## config.mk

```make
export PLATFORM = sky130hd
export DESIGN_NAME = life_controller_flat
export DESIGN_NICKNAME = d
export VERILOG_FILES = /design/src/rtl/life_pkg.sv /design/src/rtl/life_controller_if.sv /design/src/rtl/life_channel.sv /design/src/rtl/life_controller.sv /design/src/flat_wrapper.sv
export SDC_FILE = /design/constraint.sdc
export NUM_CORES = 1
export LEC_CHECK = 0
export CAP_MARGIN = 20
export CORE_ASPECT_RATIO = 0.75
export CORE_MARGIN = 3
export CORE_UTILIZATION = 40
export DETAILED_ROUTE_END_ITERATION = 10
export GPL_TIMING_DRIVEN = 0
export PLACE_DENSITY = 0.6
export SYNTH_ARGS = -nofsm -noshare
export SYNTH_HDL_FRONTEND = slang
export SYNTH_HIERARCHICAL = 1
export SYNTH_SLANG_ARGS = --single-unit
```

## constraint.sdc

```tcl
create_clock -name clk -period 4.84 [get_ports clk]
set_input_delay 0.968 -clock clk [delete_from_list [all_inputs] [get_ports clk]]
set_output_delay 0.968 -clock clk [all_outputs]
set_load 0.005 [all_outputs]
```

## src/rtl/life_pkg.sv

```systemverilog
// Shared types and constants for the life controller slice.
//
// Contents:
//   LIFE_W        width of every life / damage value
//   MAX_LIFE      starting and maximum life
//   INVUL_FRAMES  frames of invincibility after a hit that removed life
//   ANIM_STEP     largest change of a displayed bar per frame
//   REGEN_FRAMES  damage-free frames per +1 life (only used with LIFE_REGEN_EN)
//   life_state_t  match state machine encoding
//   WIN_*         winner codes reported to the game FSM
//   pick_winner   maps the two final actual lives to a winner code
package life_pkg;

  localparam int LIFE_W = 7;

  localparam logic [LIFE_W-1:0] MAX_LIFE     = 7'd100;
  localparam logic [LIFE_W-1:0] INVUL_FRAMES = 7'd60;
  localparam logic [LIFE_W-1:0] ANIM_STEP    = 7'd2;
  localparam logic [LIFE_W-1:0] REGEN_FRAMES = 7'd120;

  typedef enum logic [1:0] {
    IDLE  = 2'd0,
    PLAY  = 2'd1,
    DYING = 2'd2,
    OVER  = 2'd3
  } life_state_t;

  localparam logic [1:0] WIN_NONE = 2'b00;
  localparam logic [1:0] WIN_P1   = 2'b01;
  localparam logic [1:0] WIN_P2   = 2'b10;
  localparam logic [1:0] WIN_DRAW = 2'b11;

  // The player whose life is still above zero wins; both at zero is a draw.
  function automatic logic [1:0] pick_winner(input logic [LIFE_W-1:0] act1,
                                             input logic [LIFE_W-1:0] act2);
    logic [1:0] win;
    win = WIN_NONE;
    if (act1 == '0 && act2 == '0) win = WIN_DRAW;
    else if (act1 == '0)          win = WIN_P2;
    else if (act2 == '0)          win = WIN_P1;
    return win;
  endfunction

endpackage

```

## src/rtl/life_controller_if.sv

```systemverilog
// Bus between the game logic / renderer and the life controller.
//
// Signals:
//   frame_tick   one-cycle pulse per frame (vertical blanking)
//   new_game     one-cycle pulse restarting the match
//   hit1_req/hit1_dmg, hit2_req/hit2_dmg   damage requests per player
//   life1/life2  displayed life bars
//   invincible1/invincible2  post-hit invincibility flags
//   game_over    match finished (level)
//   winner       WIN_* code
// Modports: master drives the requests, slave is the life controller.
interface life_controller_if;
  import life_pkg::*;

  logic              frame_tick;
  logic              new_game;
  logic              hit1_req;
  logic [LIFE_W-1:0] hit1_dmg;
  logic              hit2_req;
  logic [LIFE_W-1:0] hit2_dmg;
  logic [LIFE_W-1:0] life1;
  logic [LIFE_W-1:0] life2;
  logic              invincible1;
  logic              invincible2;
  logic              game_over;
  logic [1:0]        winner;

  modport master (
    output frame_tick, new_game, hit1_req, hit1_dmg, hit2_req, hit2_dmg,
    input  life1, life2, invincible1, invincible2, game_over, winner
  );

  modport slave (
    input  frame_tick, new_game, hit1_req, hit1_dmg, hit2_req, hit2_dmg,
    output life1, life2, invincible1, invincible2, game_over, winner
  );

endinterface

```

## src/rtl/life_channel.sv

```systemverilog
// One player's life bookkeeping: damage accumulator, actual and displayed
// life, invincibility counter and (optionally) a regeneration counter.
// Optional feature macro: LIFE_REGEN_EN (adds the regeneration counter).
//
// Ports:
//   clk, reset   clock, synchronous active-high reset
//   clear        restart the match (overrides everything else)
//   hit_en       hits may be captured (match in PLAY)
//   tick_en      apply a frame update this cycle
//   regen_en     regeneration allowed (match in PLAY)
//   hit_req/hit_dmg  damage request and amount
//   actual       true life (registered)
//   actual_nxt   life value that will be loaded this cycle
//   displayed    animated bar value (registered)
//   invincible   post-hit invincibility flag (registered)
module life_channel
  import life_pkg::*;
(
  input  logic              clk,
  input  logic              reset,
  input  logic              clear,
  input  logic              hit_en,
  input  logic              tick_en,
  input  logic              regen_en,
  input  logic              hit_req,
  input  logic [LIFE_W-1:0] hit_dmg,
  output logic [LIFE_W-1:0] actual,
  output logic [LIFE_W-1:0] actual_nxt,
  output logic [LIFE_W-1:0] displayed,
  output logic              invincible
);

  logic [LIFE_W-1:0] pending_q, pending_d;
  logic [LIFE_W-1:0] actual_q, actual_d;
  logic [LIFE_W-1:0] displayed_q, displayed_d;
  logic [LIFE_W-1:0] invul_cnt_q, invul_cnt_d;
  logic              invincible_q, invincible_d;
  logic [LIFE_W-1:0] pending_base;
  logic [LIFE_W:0]   pending_sum;
`ifdef LIFE_REGEN_EN
  logic [LIFE_W-1:0] regen_cnt_q, regen_cnt_d;
`else
  logic              unused_regen_en;
  assign unused_regen_en = regen_en;
`endif

  // Next-state for the whole channel. On a tick the pending register is
  // emptied first, so a hit arriving in the same cycle lands in the fresh
  // accumulator and is applied one frame later. The bar animates toward the
  // value being loaded this tick.
  always_comb begin
    pending_base = tick_en ? '0 : pending_q;
    pending_sum  = {1'b0, pending_base} + {1'b0, hit_dmg};
    pending_d    = pending_base;
    actual_d     = actual_q;
    displayed_d  = displayed_q;
    invul_cnt_d  = invul_cnt_q;
    invincible_d = invincible_q;
`ifdef LIFE_REGEN_EN
    regen_cnt_d  = regen_cnt_q;
`endif

    if (hit_en && hit_req && !invincible_q) begin
      pending_d = (pending_sum > {1'b0, MAX_LIFE}) ? MAX_LIFE
                                                   : pending_sum[LIFE_W-1:0];
    end

    if (tick_en) begin
      actual_d = (actual_q > pending_q) ? actual_q - pending_q : '0;

      if (pending_q != '0 && actual_q != '0) begin
        invul_cnt_d  = INVUL_FRAMES;
        invincible_d = 1'b1;
      end else if (invul_cnt_q != '0) begin
        invul_cnt_d = invul_cnt_q - 7'd1;
        if (invul_cnt_q == 7'd1) invincible_d = 1'b0;
      end

`ifdef LIFE_REGEN_EN
      if (pending_q != '0) begin
        regen_cnt_d = '0;
      end else if (regen_en && actual_q != '0) begin
        if (regen_cnt_q == REGEN_FRAMES - 7'd1) begin
          regen_cnt_d = '0;
          actual_d    = (actual_q == MAX_LIFE) ? MAX_LIFE : actual_q + 7'd1;
        end else begin
          regen_cnt_d = regen_cnt_q + 7'd1;
        end
      end
`endif

      if (displayed_q < actual_d) begin
        displayed_d = (actual_d - displayed_q > ANIM_STEP) ? displayed_q + ANIM_STEP
                                                          : actual_d;
      end else if (displayed_q > actual_d) begin
        displayed_d = (displayed_q - actual_d > ANIM_STEP) ? displayed_q - ANIM_STEP
                                                          : actual_d;
      end
    end

    if (clear) begin
      pending_d    = '0;
      actual_d     = MAX_LIFE;
      displayed_d  = MAX_LIFE;
      invul_cnt_d  = '0;
      invincible_d = 1'b0;
`ifdef LIFE_REGEN_EN
      regen_cnt_d  = '0;
`endif
    end
  end

  // Channel registers.
  always_ff @(posedge clk) begin
    if (reset) begin
      pending_q    <= '0;
      actual_q     <= MAX_LIFE;
      displayed_q  <= MAX_LIFE;
      invul_cnt_q  <= '0;
      invincible_q <= 1'b0;
`ifdef LIFE_REGEN_EN
      regen_cnt_q  <= '0;
`endif
    end else begin
      pending_q    <= pending_d;
      actual_q     <= actual_d;
      displayed_q  <= displayed_d;
      invul_cnt_q  <= invul_cnt_d;
      invincible_q <= invincible_d;
`ifdef LIFE_REGEN_EN
      regen_cnt_q  <= regen_cnt_d;
`endif
    end
  end

  assign actual     = actual_q;
  assign actual_nxt = actual_d;
  assign displayed  = displayed_q;
  assign invincible = invincible_q;

endmodule

```

## src/rtl/life_controller.sv

```systemverilog
// Life controller top: match state machine, winner detection and one
// life_channel per player. Damage is applied once per frame so the HUD bars
// never change mid-frame.
// Optional feature macro: LIFE_REGEN_EN (slow life regeneration in PLAY).
//
// Ports:
//   clk    clock
//   reset  synchronous active-high reset
//   bus    life_controller_if.slave (requests in, bars/flags/result out)
module life_controller
  import life_pkg::*;
(
  input logic              clk,
  input logic              reset,
  life_controller_if.slave bus
);

  life_state_t       state_q, state_d;
  logic              game_over_q, game_over_d;
  logic [1:0]        winner_q, winner_d;
  logic              hit_en, tick_en, regen_en;
  logic [LIFE_W-1:0] act1, act1_nxt, disp1;
  logic [LIFE_W-1:0] act2, act2_nxt, disp2;
  logic              inv1, inv2;

  assign hit_en   = (state_q == PLAY);
  assign regen_en = (state_q == PLAY);
  assign tick_en  = bus.frame_tick && (state_q == PLAY || state_q == DYING);

  life_channel u_ch1 (
    .clk        (clk),
    .reset      (reset),
    .clear      (bus.new_game),
    .hit_en     (hit_en),
    .tick_en    (tick_en),
    .regen_en   (regen_en),
    .hit_req    (bus.hit1_req),
    .hit_dmg    (bus.hit1_dmg),
    .actual     (act1),
    .actual_nxt (act1_nxt),
    .displayed  (disp1),
    .invincible (inv1)
  );

  life_channel u_ch2 (
    .clk        (clk),
    .reset      (reset),
    .clear      (bus.new_game),
    .hit_en     (hit_en),
    .tick_en    (tick_en),
    .regen_en   (regen_en),
    .hit_req    (bus.hit2_req),
    .hit_dmg    (bus.hit2_dmg),
    .actual     (act2),
    .actual_nxt (act2_nxt),
    .displayed  (disp2),
    .invincible (inv2)
  );

  // Match FSM. PLAY drops to DYING on the tick that empties a life bar;
  // DYING waits for both bars to finish animating before declaring the
  // result, so the HUD shows the final value when game_over rises.
  always_comb begin
    state_d     = state_q;
    game_over_d = game_over_q;
    winner_d    = winner_q;
    if (bus.new_game) begin
      state_d     = PLAY;
      game_over_d = 1'b0;
      winner_d    = WIN_NONE;
    end else begin
      case (state_q)
        PLAY: begin
          if (bus.frame_tick && (act1_nxt == '0 || act2_nxt == '0)) state_d = DYING;
        end
        DYING: begin
          if (bus.frame_tick && disp1 == act1 && disp2 == act2) begin
            state_d     = OVER;
            game_over_d = 1'b1;
            winner_d    = pick_winner(act1, act2);
          end
        end
        default: state_d = state_q;
      endcase
    end
  end

  // State and result registers.
  always_ff @(posedge clk) begin
    if (reset) begin
      state_q     <= IDLE;
      game_over_q <= 1'b0;
      winner_q    <= WIN_NONE;
    end else begin
      state_q     <= state_d;
      game_over_q <= game_over_d;
      winner_q    <= winner_d;
    end
  end

  assign bus.life1       = disp1;
  assign bus.life2       = disp2;
  assign bus.invincible1 = inv1;
  assign bus.invincible2 = inv2;
  assign bus.game_over   = game_over_q;
  assign bus.winner      = winner_q;

endmodule

```

## src/flat_wrapper.sv

```systemverilog
// flat-port wrapper written by rule: the top's interface ports become plain ports
module life_controller_flat import life_pkg::*;
  (clk, reset, bus_frame_tick, bus_new_game, bus_hit1_req, bus_hit1_dmg, bus_hit2_req, bus_hit2_dmg, bus_life1, bus_life2, bus_invincible1, bus_invincible2, bus_game_over, bus_winner);
  life_controller_if bus_i ();
  input logic clk;
  input logic reset;
  input wire logic [$bits(bus_i.frame_tick)-1:0] bus_frame_tick;
  input wire logic [$bits(bus_i.new_game)-1:0] bus_new_game;
  input wire logic [$bits(bus_i.hit1_req)-1:0] bus_hit1_req;
  input wire logic [$bits(bus_i.hit1_dmg)-1:0] bus_hit1_dmg;
  input wire logic [$bits(bus_i.hit2_req)-1:0] bus_hit2_req;
  input wire logic [$bits(bus_i.hit2_dmg)-1:0] bus_hit2_dmg;
  output wire logic [$bits(bus_i.life1)-1:0] bus_life1;
  output wire logic [$bits(bus_i.life2)-1:0] bus_life2;
  output wire logic [$bits(bus_i.invincible1)-1:0] bus_invincible1;
  output wire logic [$bits(bus_i.invincible2)-1:0] bus_invincible2;
  output wire logic [$bits(bus_i.game_over)-1:0] bus_game_over;
  output wire logic [$bits(bus_i.winner)-1:0] bus_winner;
  assign bus_i.frame_tick = bus_frame_tick;
  assign bus_i.new_game = bus_new_game;
  assign bus_i.hit1_req = bus_hit1_req;
  assign bus_i.hit1_dmg = bus_hit1_dmg;
  assign bus_i.hit2_req = bus_hit2_req;
  assign bus_i.hit2_dmg = bus_hit2_dmg;
  assign bus_life1 = bus_i.life1;
  assign bus_life2 = bus_i.life2;
  assign bus_invincible1 = bus_i.invincible1;
  assign bus_invincible2 = bus_i.invincible2;
  assign bus_game_over = bus_i.game_over;
  assign bus_winner = bus_i.winner;
  life_controller u_core (.clk(clk), .reset(reset), .bus(bus_i));
endmodule
```

==> flow_summary.yaml, run 1 <==
route:
  drtIter0Drc: 542
  postRouteAntennaNets: 0
  wl_microns: 16400
  drc: 0
  first_pass_iters: 5
  post_drt_wl_per_cell_microns: 15.9
  routed-via-count: 5737
  viasPerCell: 5.58
sta:
  fin_crit_sh_pct: 95.4
  fin_ws_ns: 0.222
  slew_violations: 0
  hold_viol_final: 0
  skew_ns: 0.00944
  clock.fmax_ghz: 0.217
  fin_crit_ns: 4.62
  timing.hold.ws_ns: 0.471
  worstMarginPinSlew_ns: 0.754
  slew_headroom_pct: 49.5
  rsz0062_at_grt: "yes"
  setup_violations: 0
logic_synthesis:
  yosysWarnings: 6
  synth_area_per_cell_sq_um: 7.84
  post_synth_instance_area_sq_um: 6050
  synth_seq_cells: 63
  syn_inst: 771
  ys_seq_area_share_pct: 20.9
  synth_nets: 865
  synth_cell_types: 85
  async_flop_share_pct: 0
  synth_edf_count: 0
  ys.flop_type: "dfxtp_1"
global_routing:
  grt_first_pass_wirelength_microns: 27400
  grt_use_total_pct: 19.7
  grt_max_degree: 17
  overflow: 0
  antenna_found_initial: 0
  grt_pass1_vias: 5457
placed_design:
  io_buffers: 38
  dp_cells: 1010
  dp_worst_setup_slack_ns: -0.597
  gp_congestion: 0.895
  dp_hpwl_microns: 13000
  place_area_sq_um: 6690
layout:
  area_delta_synth_final_pct: 17.0
  fin_nets: 918
  design_area_sq_um: 7070
  postLayoutCoreUtil_pct: 48.3
  nFillCells: 1420
  final_cell_mix: "inv_1 (82), nor2_1 (73), ha_1 (65), dfxtp_1 (63), a21oi_1 (56)"
  final_cells: 1029
  n_antenna_cell: 0
  seq_area_sq_um: 1260
  drive_gt1_share_pct: 9.77
  multi_input_area_sq_um: 4430
  layout_commonest_cell: "inv_1"
pwr:
  power_density_nw_per_um2: 321
  ir_drop_v: 0.000173
  p_leak_nw: 2.74
clock_network:
  clock_latency_ns: 0.33
  ctsHoldBuffers: 0
  h-tree-depth: 3
  cts_tree: "yes"
  clock_path_buffers: 2
  clock_sinks: 63
  clkSlewWorstSetupHoldPaths_ns: 0.05
  cts_buffers: 9
  cts-root-buf: "clkbuf_16"
worst_setup_path:
  worstPathArrival_ns: 4.77
  start_kind: "flip-flop"
  crit_type: "flip-flop to flip-flop"
  crit_fanout: 10
  worstPathRequired_ns: 4.99
  end_kind: "flip-flop"
run:
  maxCapViolCount: 0
floorplan:
  fp-row-count: 38
  core_sq_um: 14600
  die_x_microns: 148
  start_util_pct: 41.3
  io_pins: 39
  die_area_sq_um: 16600
  die_y_microns: 112
run_status:
  status: "completed"
hold_path:
  min_path_type: "flip-flop to flip-flop"
==> layer usage <==
layer  track usage [%]  routed length [microns]  vias up
met5                 0                        0        -
met4              4.06                      103        0
met3              3.51                      971       10
met2              28.8                     6820      164
met1              30.3                     8470     2685
li1                  -                        -     2878
==> path summary, 6_finish.rpt <==
check,start,to,slack (ns),cells after the start
min,u_core/u_ch1/invul_cnt_q[6],u_core/u_ch1/invul_cnt_q[6],0.47,1
max reg2reg,u_core/u_ch2/pending_q[1],u_core/u_ch2/displayed[5],0.22,18
max,u_core/u_ch2/pending_q[1],u_core/u_ch2/displayed[5],0.22,18
min reg2reg,u_core/u_ch1/invul_cnt_q[6],u_core/u_ch1/invul_cnt_q[6],0.47,1
==> through the flow <==
step | setup TNS [ns] | power [mW]
after detailed placement | -6.16 | 1.59
after floorplan | 0 | 1.35
final | 0 | 2.27
after global routing | -0.240 | 2.42
after CTS | 0 | 2.24
after global placement | -10.17 | 1.56
==> state kept, by name (all words and copies together), names as in the netlist, 7 cells and up <==
signal,flops
u_core/u_ch1/displayed,7
u_core/u_ch1/pending_q,7
u_core/u_ch2/pending_q,7
u_core/u_ch1/actual,7
u_core/u_ch1/invul_cnt_q,7
u_core/u_ch2/invul_cnt_q,7
u_core/u_ch2/actual,7
u_core/u_ch2/displayed,7
==> worst max-delay path, cell delays in order, from the launching register on <==
cell      delay [ns]
dfxtp_1         0.42
inv_1           0.07
ha_1            0.29
nor2b_1         0.17
o31a_2          0.17
o21ai_1         0.09
a211o_2         0.43
nor4_4          0.53
ha_1            0.33
buf_2           0.19
a21o_1          0.19
a21oi_1         0.16
mux2i_1         0.19
o211ai_1        0.11
o31a_1          0.34
buf_2           0.19
or2_1           0.28
o21ai_0         0.17
o211ai_1        0.12
==> cell families (layout without fill, tap and decap cells) <==
| group | Yosys count | count (layout) | synth area share [%] |
|---|---|---|---|
| adder cells (fa/ha/maj) | 74 | 74 | 16.3 |
| AND/OR/NAND/NOR | 277 | 277 | 24.4 |
| flip-flops | 63 | 63 | 20.9 |
| XOR/XNOR | 43 | 43 | 6.23 |
| multiplexers | 12 | 12 | 1.99 |
| buffers and inverters | 103 | 161 | 6.83 |
| AO/OA/AOI/OAI | 199 | 199 | 23.4 |
==> Yosys cell counts (all sizes together), types with 3 or more instances <==
| cell type | instances | area, sq um |
|---|---|---|
| a21o | 6 | 45.0 |
| a221oi | 4 | 41.3 |
| xnor2 | 26 | 228 |
| inv | 83 | 312 |
| buf | 9 | 60.1 |
| a211o | 7 | 62.6 |
| or2 | 13 | 83.8 |
| a22o | 8 | 71.3 |
| nand3b | 6 | 45.0 |
| or4 | 8 | 60.1 |
| o31ai | 4 | 45.1 |
| a2111oi | 5 | 56.3 |
| a211oi | 5 | 55.1 |
| xor2 | 17 | 149 |
| a21oi | 59 | 307 |
| a21boi | 8 | 60.1 |
| fa | 8 | 160 |
| nor2 | 76 | 290 |
| o21ai | 37 | 189 |
| o41ai | 4 | 42.6 |
| mux2i | 12 | 120 |
| o221ai | 6 | 52.6 |
| o31a | 4 | 37.5 |
| nor3b | 8 | 65.1 |
| o21bai | 4 | 30.0 |
| dfxtp | 63 | 1260 |
| clkbuf | 11 | 41.3 |
| a31oi | 7 | 43.8 |
| nor2b | 18 | 113 |
| and3 | 3 | 25.0 |
| ha | 66 | 826 |
| nand4 | 10 | 62.6 |
| nor4 | 17 | 164 |
| nand3 | 21 | 105 |
| o21a | 11 | 82.6 |
| nand2b | 7 | 43.8 |
| nor3 | 39 | 200 |
| nand2 | 46 | 175 |
==> timing repair <==
| action | CTS | global route |
|---|---|---|
| buffers inserted | 0 | 4 |
| endpoints found under the setup margin | 13 | 16 |
| pin swaps | 0 | 2 |
| endpoints found under the hold margin | 0 | 0 |
| gates resized for setup | 3 | 10 |
==> cell type report <==
| type | count | share of cell area, % |
|---|---|---|
| repair buffers | 43 | 5.96 |
| flip-flops and latches | 63 | 17.8 |
| well taps | 200 | 3.54 |
| multi-input cells | 605 | 62.6 |
| inverters | 83 | 4.40 |
| plain buffers | 19 | 1.40 |
| clock buffers | 11 | 3.43 |
| clock inverters | 5 | 0.796 |
==> where the power goes <==
part	leakage, nW	internal (mW)	total, mW	switching [mW]
clock network	0.146	0.412	0.646	0.233
logic	2.09	0.431	1.06	0.628
registers	0.510	0.537	0.569	0.0320
total	2.74	1.38	2.27	0.893
No activity file was read; power rests on OpenSTA's default activity.
==> inputs of run 2 (changes only) <==
--- a/config.mk
+++ b/config.mk
@@ -6,12 +6,14 @@
 export NUM_CORES = 1
 export LEC_CHECK = 0
 export CAP_MARGIN = 20
+export CELL_PAD_IN_SITES_DETAIL_PLACEMENT = 0
+export CELL_PAD_IN_SITES_GLOBAL_PLACEMENT = 1
 export CORE_ASPECT_RATIO = 0.75
 export CORE_MARGIN = 3
-export CORE_UTILIZATION = 40
+export CORE_UTILIZATION = 34
 export DETAILED_ROUTE_END_ITERATION = 10
 export GPL_TIMING_DRIVEN = 0
-export PLACE_DENSITY = 0.6
+export PLACE_DENSITY = 0.66
 export SYNTH_ARGS = -nofsm -noshare
 export SYNTH_HDL_FRONTEND = slang
 export SYNTH_HIERARCHICAL = 1
==> flow_summary.yaml, run 2 (synthesis results as in run 1) <==
run_status:
  status: "completed"
clock_network:
  clock_sinks: 63
  cts-root-buf: "clkbuf_16"
  h-tree-depth: 3
  clkSlewWorstSetupHoldPaths_ns: 0.06
  clock_latency_ns: 0.33
  ctsHoldBuffers: 0
  cts_tree: "yes"
  cts_buffers: 9
  clock_path_buffers: 2
placed_design:
  dp_hpwl_microns: 13500
  io_buffers: 38
  gp_congestion: 0.852
  dp_cells: 1046
  dp_worst_setup_slack_ns: -0.691
  place_area_sq_um: 6730
route:
  first_pass_iters: 7
  drc: 0
  wl_microns: 17100
  postRouteAntennaNets: 0
  drtIter0Drc: 378
  routed-via-count: 5742
  post_drt_wl_per_cell_microns: 16.0
  viasPerCell: 5.39
worst_setup_path:
  worstPathRequired_ns: 5.01
  r2r_cells: 19
  worstPathArrival_ns: 4.73
  start_kind: "flip-flop"
  worst_r2r_endpoint: "u_core/u_ch2/displayed[5]"
  crit_fanout: 10
  end_kind: "flip-flop"
  crit_type: "flip-flop to flip-flop"
  r2r-start: "u_core/u_ch2/actual[0]"
  r2r_setup_slack_ns: 0.28
floorplan:
  start_util_pct: 35.3
  fp-row-count: 41
  die_x_microns: 160
  core_sq_um: 17100
  io_pins: 39
  die_area_sq_um: 19400
  die_y_microns: 121
layout:
  postLayoutCoreUtil_pct: 42.0
  seq_area_sq_um: 1260
  layout_commonest_cell: "inv_1"
  fin_nets: 919
  final_cell_mix: "inv_1 (82), nor2_1 (73), ha_1 (66), dfxtp_1 (62), a21oi_1 (56)"
  design_area_sq_um: 7200
  final_cells: 1066
  area_delta_synth_final_pct: 19.1
  n_antenna_cell: 0
  nFillCells: 1775
  multi_input_area_sq_um: 4480
  drive_gt1_share_pct: 10.4
sta:
  fin_crit_sh_pct: 94.3
  clock.fmax_ghz: 0.219
  slew_headroom_pct: 41.1
  hold_viol_final: 0
  worstMarginPinSlew_ns: 0.880
  rsz0062_at_grt: "no"
  fin_ws_ns: 0.278
  slew_violations: 0
  fin_crit_ns: 4.56
  timing.hold.ws_ns: 0.458
  skew_ns: 0.00688
  setup_violations: 0
hold_path:
  hold_end: "u_core/u_ch1/invul_cnt_q[6]"
  worstHoldPathCells: 1
  hold_start: "u_core/u_ch1/invul_cnt_q[6]"
  min_path_type: "flip-flop to flip-flop"
pwr:
  ir_drop_v: 0.000140
  p_leak_nw: 2.78
  power_density_nw_per_um2: 324
global_routing:
  grt_use_total_pct: 17.7
  antenna_found_initial: 0
  grt_max_degree: 14
  grt_pass1_vias: 5477
  overflow: 0
  grt_first_pass_wirelength_microns: 28000
run:
  maxCapViolCount: 0
run 2: through the flow:
| step | power, mW | setup TNS, ns |
|---|---|---|
| 3_3_place_gp | 1.58 | -12.29 |
| 4_1_cts | 2.32 | 0 |
| 6_report | 2.34 | 0 |
| 2_1_floorplan | 1.35 | 0 |
| 5_1_grt | 2.49 | 0 |
| 3_5_place_dp | 1.59 | -6.97 |
run 2: cell type report:
| class | count | area share (%) |
|---|---|---|
| clock buffers | 9 | 3.13 |
| repair buffers | 43 | 5.86 |
| multi-input cells | 605 | 62.2 |
| inverters | 83 | 4.33 |
| well taps | 236 | 4.10 |
| clock inverters | 7 | 1.42 |
| plain buffers | 20 | 1.48 |
| flip-flops and latches | 63 | 17.5 |
run 2: worst max path at each step:
stage                                endpoint              startpoint  slack (ns)
floorplan           u_core/u_ch2/pending_q[3]          bus_frame_tick        0.79
detailed placement  u_core/u_ch1/pending_q[4]          bus_frame_tick       -0.69
CTS                 u_core/u_ch1/pending_q[3]          bus_frame_tick        0.01
global placement    u_core/u_ch2/pending_q[4]          bus_frame_tick       -0.99
finish              u_core/u_ch2/displayed[5]  u_core/u_ch2/actual[0]        0.28
global route        u_core/u_ch2/displayed[0]  u_core/u_ch2/actual[0]        0.02
run 2: power breakdown:
group / total [mW] / internal [mW] / switching (mW)
clock: 0.712 / 0.457 / 0.255
combinational: 1.06 / 0.422 / 0.634
sequential: 0.569 / 0.536 / 0.0322
total: 2.34 / 1.42 / 0.921
run 2: layer usage:
metal	GRT usage, %	vias to the layer above	part of all wire, %
met2	26.0	138	42
met1	26.7	2723	52
li1	-	2872	-
met5	0	-	0
met3	3.07	9	4.7
met4	4.39	0	0.95
run 2: worst max-delay path: stages, from the launching register on:
cell      delay (ns)
dfxtp_1         0.41
inv_1           0.07
ha_1            0.22
fa_1            0.38
and2b_1         0.27
o21ai_1         0.09
a21boi_0        0.48
o21a_1          0.19
o311a_1         0.26
inv_1           0.08
ha_1            0.37
nand2b_1        0.14
o21bai_1        0.07
mux2i_1         0.13
o211ai_1        0.11
o31a_1          0.33
buf_2           0.19
or2_1           0.30
o21ai_0         0.19
o211ai_1        0.11
run 2: what timing repair did:
action	in CTS	in global routing
buffers inserted	0	4
gates resized for setup	4	22
pin swaps	0	2
endpoints found under the setup margin	14	24
==> inputs of run 3 (changes only) <==
--- a/config.mk
+++ b/config.mk
@@ -10,10 +10,11 @@
 export CELL_PAD_IN_SITES_GLOBAL_PLACEMENT = 1
 export CORE_ASPECT_RATIO = 0.75
 export CORE_MARGIN = 3
-export CORE_UTILIZATION = 34
+export CORE_UTILIZATION = 46
+export CTS_CLUSTER_SIZE = 12
 export DETAILED_ROUTE_END_ITERATION = 10
 export GPL_TIMING_DRIVEN = 0
-export PLACE_DENSITY = 0.66
+export PLACE_DENSITY = 0.84
 export SYNTH_ARGS = -nofsm -noshare
 export SYNTH_HDL_FRONTEND = slang
 export SYNTH_HIERARCHICAL = 1
==> flow_summary.yaml, run 3 (synthesis results as in run 1) <==
run_status:
  status: "completed"
floorplan:
  fp-row-count: 35
  core_sq_um: 12600
  die_area_sq_um: 14600
  start_util_pct: 48.1
  die_y_microns: 105
  io_pins: 39
  die_x_microns: 138
pwr:
  power_density_nw_per_um2: 321
  p_int_mw: 1.36
  total_power_mw: 2.26
  ir_drop_v: 0.000196
  p_leak_nw: 2.72
  switching_power_uw: 894
  p_sw_share_pct: 39.6
  clkPwrFrac_pct: 28.8
  combPwrFrac_pct: 46.0
  seq_power_share_pct: 25.2
clock_network:
  clock_sinks: 63
  cts_buffers: 9
  clock_path_buffers: 2
  cts_tree: "yes"
  ctsHoldBuffers: 0
  cts-root-buf: "clkbuf_16"
  clock_latency_ns: 0.33
  h-tree-depth: 3
  clkSlewWorstSetupHoldPaths_ns: 0.06
  postCtsSetupRepairBufs: 0
worst_setup_path:
  r2r-start: "u_core/u_ch1/pending_q[1]"
  crit_fanout: 7
  r2r_setup_slack_ns: 0.26
  worstPathArrival_ns: 4.78
  worstPathRequired_ns: 5.04
  start_kind: "flip-flop"
  worst_r2r_endpoint: "u_core/u_ch1/displayed[5]"
  crit_type: "flip-flop to flip-flop"
  r2r_cells: 21
  end_kind: "flip-flop"
global_routing:
  grt_first_pass_wirelength_microns: 27400
  top_usage_layer: "met2"
  antenna_found_initial: 0
  gr-usage-met2_pct: 34.7
  grt_pass1_vias: 5552
  grt_max_degree: 14
  globalRouteMet3Util_pct: 4.22
  grt_use_total_pct: 22.6
  overflow: 0
  met1_usage_pct: 32.7
sta:
  timing.hold.ws_ns: 0.467
  skew_ns: 0.00593
  clock.fmax_ghz: 0.218
  setup_violations: 0
  slew_violations: 0
  hold_viol_final: 0
  fin_crit_sh_pct: 94.7
  fin_crit_ns: 4.58
  slew_headroom_pct: 45.5
  worstMarginPinSlew_ns: 0.814
layout:
  final_cell_mix: "inv_1 (82), nor2_1 (73), ha_1 (66), dfxtp_1 (63), a21oi_1 (56)"
  n_antenna_cell: 0
  drive_gt1_share_pct: 9.58
  layout_commonest_cell: "inv_1"
  area_delta_synth_final_pct: 16.1
  fin_nets: 914
hold_path:
  worstHoldPathCells: 1
  hold_start: "u_core/u_ch1/invul_cnt_q[6]"
  min_path_type: "flip-flop to flip-flop"
  hold_end: "u_core/u_ch1/invul_cnt_q[6]"
route:
  drtIter0Drc: 492
  post_drt_wl_per_cell_microns: 16.7
  drc: 0
  routed-via-count: 5825
  viasPerCell: 5.88
  postRouteAntennaNets: 0
  first_pass_iters: 5
  wl_microns: 16500
run:
  maxCapViolCount: 0
placed_design:
  io_buffers: 38
  gp_congestion: 0.896
  dp_hpwl_microns: 13000
==> run 3: cell types whose count changed in the layout (fill, tap and decap cells not counted), moves of 2 or more <==
cell,before,now
buf_4,5,1
nor3_2,1,3
inv_6,3,1
clkinv_2,0,2
nor4_2,1,3
==> run 3: worst max-delay path, stage by stage (launching register included) <==
cell	delay, ns
dfxtp_1	0.40
inv_1	0.06
ha_1	0.28
nor2b_1	0.15
o31a_1	0.26
o21ai_1	0.22
nand2b_1	0.14
nor3_2	0.39
nor3_2	0.16
inv_1	0.08
ha_1	0.15
inv_1	0.05
fa_1	0.43
a211oi_4	0.27
o221ai_1	0.15
o21ai_0	0.13
o2111ai_2	0.20
and2_1	0.21
buf_6	0.13
or2_4	0.26
o221ai_1	0.20
o21ai_1	0.09
==> run 3: layout make-up <==
type | instances | area, sq um
Tap cell | 166 | 208
Clock buffer | 11 | 243
Multi-Input combinational cell | 605 | 4450
Sequential cell | 63 | 1260
Inverter | 83 | 312
Fill cell | 1138 | 5550
Clock inverter | 5 | 56.3
Timing Repair Buffer | 39 | 392
Buffer | 19 | 101
==> run 3: worst max-delay path by stage <==
stage / start / end / slack, ns / cells after the start
2_1_floorplan: bus_frame_tick / u_core/u_ch2/pending_q[3] / 0.79 / 15
3_3_place_gp: bus_frame_tick / u_core/u_ch2/pending_q[3] / -0.83 / 16
3_5_place_dp: bus_frame_tick / u_core/u_ch2/pending_q[4] / -0.61 / 16
4_1_cts: u_core/u_ch1/actual[0] / u_core/u_ch1/displayed[1] / 0.02 / 19
5_1_grt: u_core/u_ch1/pending_q[1] / u_core/u_ch1/displayed[5] / -0.01 / 21
6_report: u_core/u_ch1/pending_q[1] / u_core/u_ch1/displayed[5] / 0.26 / 21
==> run 3: timing repair <==
action | 4_1_cts | 5_1_grt
setup endpoints to repair | 10 | 20
pin swaps | 0 | 1
gates resized for setup | 3 | 15
==> run 3: power groups by stage <==
stage                     Clock (mW)  Sequential, mW  Combinational [mW]
after CTS                      0.658           0.568                1.01
after floorplan                    0           0.569               0.780
after global routing           0.685           0.571                1.14
final                          0.650           0.568                1.04
after global placement             0           0.578               0.981
after detailed placement           0           0.579                1.00
==> run 3: layer usage <==
| layer | wire, microns | vias to the layer above |
|---|---|---|
| li1 | - | 2861 |
| met1 | 8340 | 2767 |
| met2 | 7060 | 188 |
| met3 | 1050 | 9 |
| met4 | 76 | 0 |
| met5 | 0 | - |
==> run 3: through the flow <==
stage	setup WS, ns	TNS (ns)	instances	area, sq um	util (%)
3_3_place_gp	-0.830	-9.77	975	6640	52.8
5_1_grt	-0.0108	-0.0108	991	7020	55.8
6_report	0.255	0	991	7020	55.8
2_1_floorplan	0.787	0	771	6050	-
4_1_cts	0.0167	0	992	6950	55.3
3_5_place_dp	-0.609	-6.61	976	6650	52.9
